<file path="config.mk">
export PLATFORM = sky130hd
export DESIGN_NAME = alu_8b
export DESIGN_NICKNAME = d
export VERILOG_FILES = /design/src/rtl/alu_8b_pkg.sv /design/src/rtl/alu_8b_comb.sv /design/src/rtl/alu_8b.sv
export SDC_FILE = /design/constraint.sdc
export NUM_CORES = 1
export LEC_CHECK = 0
export CORE_MARGIN = 3
export CORE_UTILIZATION = 45
export DETAILED_ROUTE_END_ITERATION = 12
export DONT_BUFFER_PORTS = 1
export GPL_TIMING_DRIVEN = 0
export PLACE_DENSITY = 0.61
export SYNTH_ARGS = -nofsm -noshare
export SYNTH_HDL_FRONTEND = slang
export SYNTH_SLANG_ARGS = --single-unit
export TNS_END_PERCENT = 100
</file>
<file path="constraint.sdc">
create_clock -name clk -period 14.54 [get_ports clk]
set_input_delay 2.181 -clock clk [delete_from_list [all_inputs] [get_ports clk]]
set_output_delay 2.181 -clock clk [all_outputs]
set_load 0.02 [all_outputs]
</file>
<file path="src/rtl/alu_8b_pkg.sv">
// Shared definitions for the 8-bit ALU: operand/result widths and opcode encoding.
package alu_8b_pkg;

  localparam int DATA_W = 8;
  localparam int RES_W  = 16;

  // 3-bit operation select
  typedef enum logic [2:0] {
    OP_ADD     = 3'b000,
    OP_SUB     = 3'b001,
    OP_MUL     = 3'b010,
    OP_L_SHIFT = 3'b011,
    OP_R_SHIFT = 3'b100,
    OP_AND     = 3'b101,
    OP_OR      = 3'b110,
    OP_XOR     = 3'b111
  } alu_op_e;

endpackage

</file>
<file path="src/rtl/alu_8b_comb.sv">
// Combinational ALU datapath: unsigned operands, 16-bit result plus carry/borrow.
module alu_8b_comb
  import alu_8b_pkg::*;
(
  input  logic [DATA_W-1:0] a,
  input  logic [DATA_W-1:0] b,
  input  logic [2:0]        opcode,
  output logic [RES_W-1:0]  result,
  output logic              carry
);

  alu_op_e           op;
  logic [RES_W-1:0]  a_wide;
  logic [RES_W-1:0]  b_wide;
  logic [DATA_W:0]   sum9;
  logic [DATA_W:0]   diff9;

  assign op     = alu_op_e'(opcode);
  assign a_wide = {{(RES_W-DATA_W){1'b0}}, a};
  assign b_wide = {{(RES_W-DATA_W){1'b0}}, b};
  // 9-bit add/sub; the top bit is the carry out or the borrow (set iff a < b)
  assign sum9   = {1'b0, a} + {1'b0, b};
  assign diff9  = {1'b0, a} - {1'b0, b};

  // Operation select; only add/sub drive the carry flag
  always_comb begin
    result = '0;
    carry  = 1'b0;
    case (op)
      OP_ADD: begin
        result = {{(RES_W-DATA_W-1){1'b0}}, sum9};
        carry  = sum9[DATA_W];
      end
      OP_SUB: begin
        result = {{(RES_W-DATA_W-1){1'b0}}, diff9};
        carry  = diff9[DATA_W];
      end
      OP_MUL:     result = a_wide * b_wide;
      // Shift amounts at or beyond the field width are forced to zero explicitly
      OP_L_SHIFT: result = (b >= DATA_W'(RES_W))  ? '0 : (a_wide << b[3:0]);
      OP_R_SHIFT: result = (b >= DATA_W'(DATA_W)) ? '0 : (a_wide >> b[2:0]);
      OP_AND:     result = {{(RES_W-DATA_W){1'b0}}, a & b};
      OP_OR:      result = {{(RES_W-DATA_W){1'b0}}, a | b};
      OP_XOR:     result = {{(RES_W-DATA_W){1'b0}}, a ^ b};
      default: begin
        result = '0;
        carry  = 1'b0;
      end
    endcase
  end

endmodule

</file>
<file path="src/rtl/alu_8b.sv">
// 8-bit ALU top: combinational datapath followed by one registered output stage.
module alu_8b
  import alu_8b_pkg::*;
(
  input  logic              clk,
  input  logic              rst,
  input  logic              in_valid,
  input  logic [DATA_W-1:0] a,
  input  logic [DATA_W-1:0] b,
  input  logic [2:0]        opcode,
  output logic [RES_W-1:0]  outALU,
  output logic              cout,
  output logic              out_valid
);

  logic [RES_W-1:0] res_comb;
  logic             carry_comb;
  logic [RES_W-1:0] res_p0;
  logic             cout_p0;
  logic             vld_p0;

  alu_8b_comb u_comb (
    .a      (a),
    .b      (b),
    .opcode (opcode),
    .result (res_comb),
    .carry  (carry_comb)
  );

  // ---- stage p0: output register; results hold while no new operation arrives ----
  // Reset clears the visible result too, and wins over a same-cycle operation
  always_ff @(posedge clk) begin
    if (rst) begin
      res_p0  <= '0;
      cout_p0 <= 1'b0;
      vld_p0  <= 1'b0;
    end else begin
      vld_p0 <= in_valid;
      if (in_valid) begin
        res_p0  <= res_comb;
        cout_p0 <= carry_comb;
      end
    end
  end

  assign outALU    = res_p0;
  assign cout      = cout_p0;
  assign out_valid = vld_p0;

endmodule

</file>
== Word level (Yosys, flattened, before mapping) ==
Index checks and enable logic that the tools add are counted.

* Order comparisons: 2
* Multiplexer cells: 4
* Multiply operators: 1
* $add $sub $neg: 2
* Eq/ne operators: 7
* Reductions and logical operators: 1
* Bitwise gates (word level): 3
* Shift operators: 2

{| class="wikitable"
|+ Operators by type and width
! kind !! count
|-
| $pmux W16 S8 || 1
|-
| $mux W16 || 2
|-
| $mul A8 B8 Y16 || 1
|-
| $shl A8 B4 Y16 || 1
|-
| $shr A8 B3 Y16 || 1
|-
| $eq A3 B3 Y1 const B || 4
|-
| $add A8 B8 Y9 || 1
|-
| $sub A8 B8 Y9 || 1
|-
| $and A8 B8 Y8 || 1
|-
| $ge A8 B4 Y1 const B || 1
|-
| $ge A8 B5 Y1 const B || 1
|-
| $or A8 B8 Y8 || 1
|-
| $xor A8 B8 Y8 || 1
|-
| $eq A3 B2 Y1 const B || 2
|-
| $eq A3 B1 Y1 const B || 1
|-
| $logic_not A3 Y1 || 1
|-
| $pmux W1 S2 || 1
|}

* Flip-flop bits (word level): 18

== Longest topological paths before layout ==
* Depth after elaboration: 3
* Depth in mapped cells: 17
* Depth with buffers taken out: 17

== Modules after synthesis ==
From an unflattened synthesis, not the netlist that was laid out.

* Cell total of the unflattened synthesis: 586
* Area total of the unflattened synthesis: 4,573.1 sq um

{| class="wikitable"
|+ Modules (own cells, without submodules)
! module !! area an instance (sq um) !! cells an instance !! times used
|-
| alu_8b_comb || 3,931.3 || 529 || 1
|-
| alu_8b || 641.9 || 57 || 1
|}

== Worst setup path after synthesis ==
OpenSTA, ideal clock, no wires.

* Path kind: in2reg
* Start: input port b[2]
* End: register res_p0[15], in the netlist outALU[15]
* Cell stages on the path: 17
* Buffers on the path: 2
* Arrival time: 6.294 ns
* Path slack: 8.122 ns
* Required time: 14.417 ns
* Setup time: 0.123 ns
* Cells stage by stage: clkbuf_1 > inv_1 > buf_1 > nor2_1 > fa_1 > fa_1 > fa_1 > inv_1 > fa_1 > inv_1 > ha_1 > or2_2 > a211oi_1 > a21oi_1 > a221oi_2 > xnor2_1 > o21ai_1

* Cells in the longest elaborated chain, start to end: 3
* Elaborated cells on any way between the ends: 8
* Classes of those cells: mul (1); order compare (2); shift (2); mux (3)

{| class="wikitable"
|+ Ends and longest elaborated chain
! element !! line !! text
|-
| start, declared || alu_8b.sv:9 || <nowiki>input logic [DATA_W-1:0] b,</nowiki>
|-
| branches (longest 2 deep; another with $mul A8 B8 Y16) || - ||
|-
| $pmux W16 S8 * || alu_8b_comb.sv:29 || <nowiki>case (op)</nowiki>
|-
| end signal, assigned || alu_8b.sv:40 || <nowiki>res_p0 <= res_comb;</nowiki>
|-
| end, declared || alu_8b.sv:18 || <nowiki>logic [RES_W-1:0] res_p0;</nowiki>
|}

Mark *: on every way between the ends.
A chain may end at the register's enable or synchronous reset.

== Worst setup path in the final report ==
Same ends and word-level chain as after synthesis.

==> results.json <==
{
  "syn_nets": 714,
  "vias_per_cell": 5.97,
  "slew_headroom_pct": 29.7,
  "crit_arrival_ns": 7.06,
  "area_growth_pct": 4.80,
  "maxCapViolCount": 0,
  "drive_gt1_share_pct": 7.37,
  "drt_first_iter_violations": 336,
  "dieArea_sq_mm": 0.0115,
  "dr.pass1.iters": 5,
  "path_cells": "clkbuf_1 > inv_1 > buf_1 > nor2_1 > fa_1 > fa_1 > fa_1 > inv_1 > fa_1 > inv_1 > ha_1 > or2_2 > a211oi_1 > a21oi_1 > a221oi_2 > xnor2_1 > o21ai_1",
  "grt_antenna_before_repair": 0,
  "setup_viol_count_final": 0,
  "num_vias": 4359,
  "grt_first_pass_wirelength_mm": 24.0,
  "synth.distinct_cells": 67,
  "crit_required_ns": 14.69,
  "placed_cell_area_sq_mm": 0.00478,
  "slowest_stage": "buf_1",
  "ioPinCount": 40,
  "hold_violations": 0,
  "area.sequential_sq_um": 360,
  "final_nets": 719,
  "critPathKind": "input port to flip-flop",
  "ctsResizeCount": 0,
  "port_buffers": 0,
  "p_per_area_mw_per_mm2": 85.3,
  "slew_violations": 0,
  "fmax_mhz": 145,
  "crit_path_end_kind": "flip-flop",
  "multi_input_area_sq_mm": 0.00377,
  "worst_path_most_repeated_cell": "fa_1",
  "fp.dieW_um": 107,
  "path_clk_slew_ns": 0.08,
  "num_antenna_cells": 0,
  "crit_buf_inv": 5,
  "antenna_left": 0,
  "synthCells": 593,
  "worstSkewPairLatency_ns": 0.26,
  "finalPower_uw": 412,
  "yosys_register_bits": 18,
  "netlist_area_sq_mm": 0.00461,
  "crit_fanout": 11,
  "root_buffer": "clkbuf_8",
  "synth_edf_count": 0,
  "cts.sinks": 18,
  "post_cts_buffers": 0,
  "start_kind": "input port",
  "worstMarginPinSlew_ns": 1.05,
  "synth_top_cell_area_share_pct": 16.5,
  "ir_drop_mv": 0.111,
  "p_leak_uw": 0.00232,
  "grt_max_degree": 14,
  "timing.hold.ws_ns": 0.583,
  "cts_tree": "done",
  "synth_area_leaders": "ha_1, fa_1, dfxtp_1",
  "num_rows": 36,
  "cts_buffer_depth": 2,
  "overflow": 0,
  "period_share_pct": 47.5,
  "num-fill-cells": 1005,
  "ys_async_sr_fraction_pct": 0,
  "grtUsageTotal_pct": 27.3,
  "yosysWarnings": 0,
  "h-tree-depth": 1,
  "hold_path.class": "flip-flop to flip-flop",
  "core_sq_mm": 0.00986,
  "period_minus_slack_ns": 6.91,
  "start_util_pct": 46.8,
  "yosysSeqAreaShare_pct": 7.81,
  "fin_area_sq_mm": 0.00484,
  "status": "finished clean",
  "ys.flop_type": "dfxtp_1",
  "most-common-layout-cells": "inv_1, nor2_1, ha_1",
  "wl_per_cell_um": 20.9,
  "finClkSkew_ns": 0,
  "rsz0062_at_grt": "false",
  "holdBufCountCts": 0,
  "drcViolationCount": 0,
  "grt_pass1_vias": 4296,
  "final_common_cell": "inv_1",
  "avgSynthCellArea_sq_um": 7.78,
  "crit_path_max_incr_delay_ns": 0.62,
  "totalWireLength_mm": 15.2,
  "post-dp-hpwl_mm": 12.5,
  "die_h_um": 107,
  "place_congestion": 0.992,
  "cpLargestDelayFamily": "adder cells",
  "fin_setup_tns_ns": 0,
  "cts_buffers": 3,
  "yosysTopAreaCell": "ha_1"
}
-- flip-flops by register name, indices dropped and copies added, names as in the netlist --
name       count
outALU        16
cout           1
out_valid      1
-- Yosys cell counts, types with 4 or more instances --
| cell type | count |
|---|---|
| fa_1 | 38 |
| mux2_2 | 4 |
| o211ai_1 | 5 |
| a211o_1 | 8 |
| a211oi_1 | 6 |
| nor3_1 | 9 |
| buf_6 | 4 |
| nor2_1 | 78 |
| inv_1 | 84 |
| o221ai_1 | 4 |
| and3_1 | 4 |
| o21ai_0 | 20 |
| nand3_1 | 9 |
| nand2_1 | 57 |
| o22ai_1 | 7 |
| nor4_1 | 4 |
| clkbuf_1 | 7 |
| xor2_1 | 7 |
| a21oi_1 | 29 |
| a221oi_1 | 5 |
| buf_2 | 11 |
| nand2b_1 | 7 |
| dfxtp_1 | 18 |
| xnor2_1 | 9 |
| a21o_1 | 5 |
| nor2b_1 | 6 |
| o21bai_1 | 4 |
| mux2i_1 | 17 |
| a31oi_1 | 5 |
| ha_1 | 61 |
-- worst min-delay path: stages (launching register included) --
cell	delay (ns)
dfxtp_1	0.38
nor2_1	0.11
nor4_1	0.05
-- layer usage --
metal / routed length (um) / track usage [%]
met1: 6470 / 35.6
met2: 6990 / 43.9
met3: 1170 / 6.42
met4: 601 / 10.1
met5: 0 / 0
-- kinds of logic after synthesis --
logic type | Yosys count | synth area share, %
simple gates | 189 | 18.9
compound gates | 135 | 21.2
buf+inv | 113 | 10.4
fa+ha+maj | 99 | 33.0
mux | 23 | 5.64
flops | 18 | 7.81
xor+xnor | 16 | 3.04
-- power breakdown --
| part | leakage, uW | switching, uW | internal [uW] | total, uW |
|---|---|---|---|---|
| logic | 0.00215 | 185 | 122 | 307 |
| clock network | 0.0000288 | 20.8 | 24.2 | 45.0 |
| registers | 0.000147 | 7.23 | 53.1 | 60.4 |
-- area by class of cell --
cell class                 instances  area share (%)
sequential                        18            7.45
tap                              133            3.44
inverter                          86            6.68
multi-input combinational        462            78.1
clock buffer                       4            1.14
buffer                            27            3.23
-- path summary, 6_finish.rpt --
| path | from | end | slack (ns) | depth (start not counted) |
|---|---|---|---|---|
| setup / recovery | b[2] | outALU[15]$_SDFFE_PP0P_ | 7.63 | 17 |
| hold reg to reg | outALU[7]$_SDFFE_PP0P_ | outALU[7]$_SDFFE_PP0P_ | 0.58 | 2 |
| hold / removal | outALU[7]$_SDFFE_PP0P_ | outALU[7]$_SDFFE_PP0P_ | 0.58 | 2 |
| setup reg to reg | outALU[4]$_SDFFE_PP0P_ | outALU[4]$_SDFFE_PP0P_ | 13.04 | 4 |
-- stage by stage --
stage,setup slack [ns],utilization (%),cells
after floorplan,8.12,-,593
after global placement,7.46,48.5,726
after detailed placement,7.38,48.5,726
after CTS,7.66,49.0,730
after global routing,7.49,49.0,730
final,7.63,49.0,730
No activity file was read; power rests on OpenSTA's default activity.
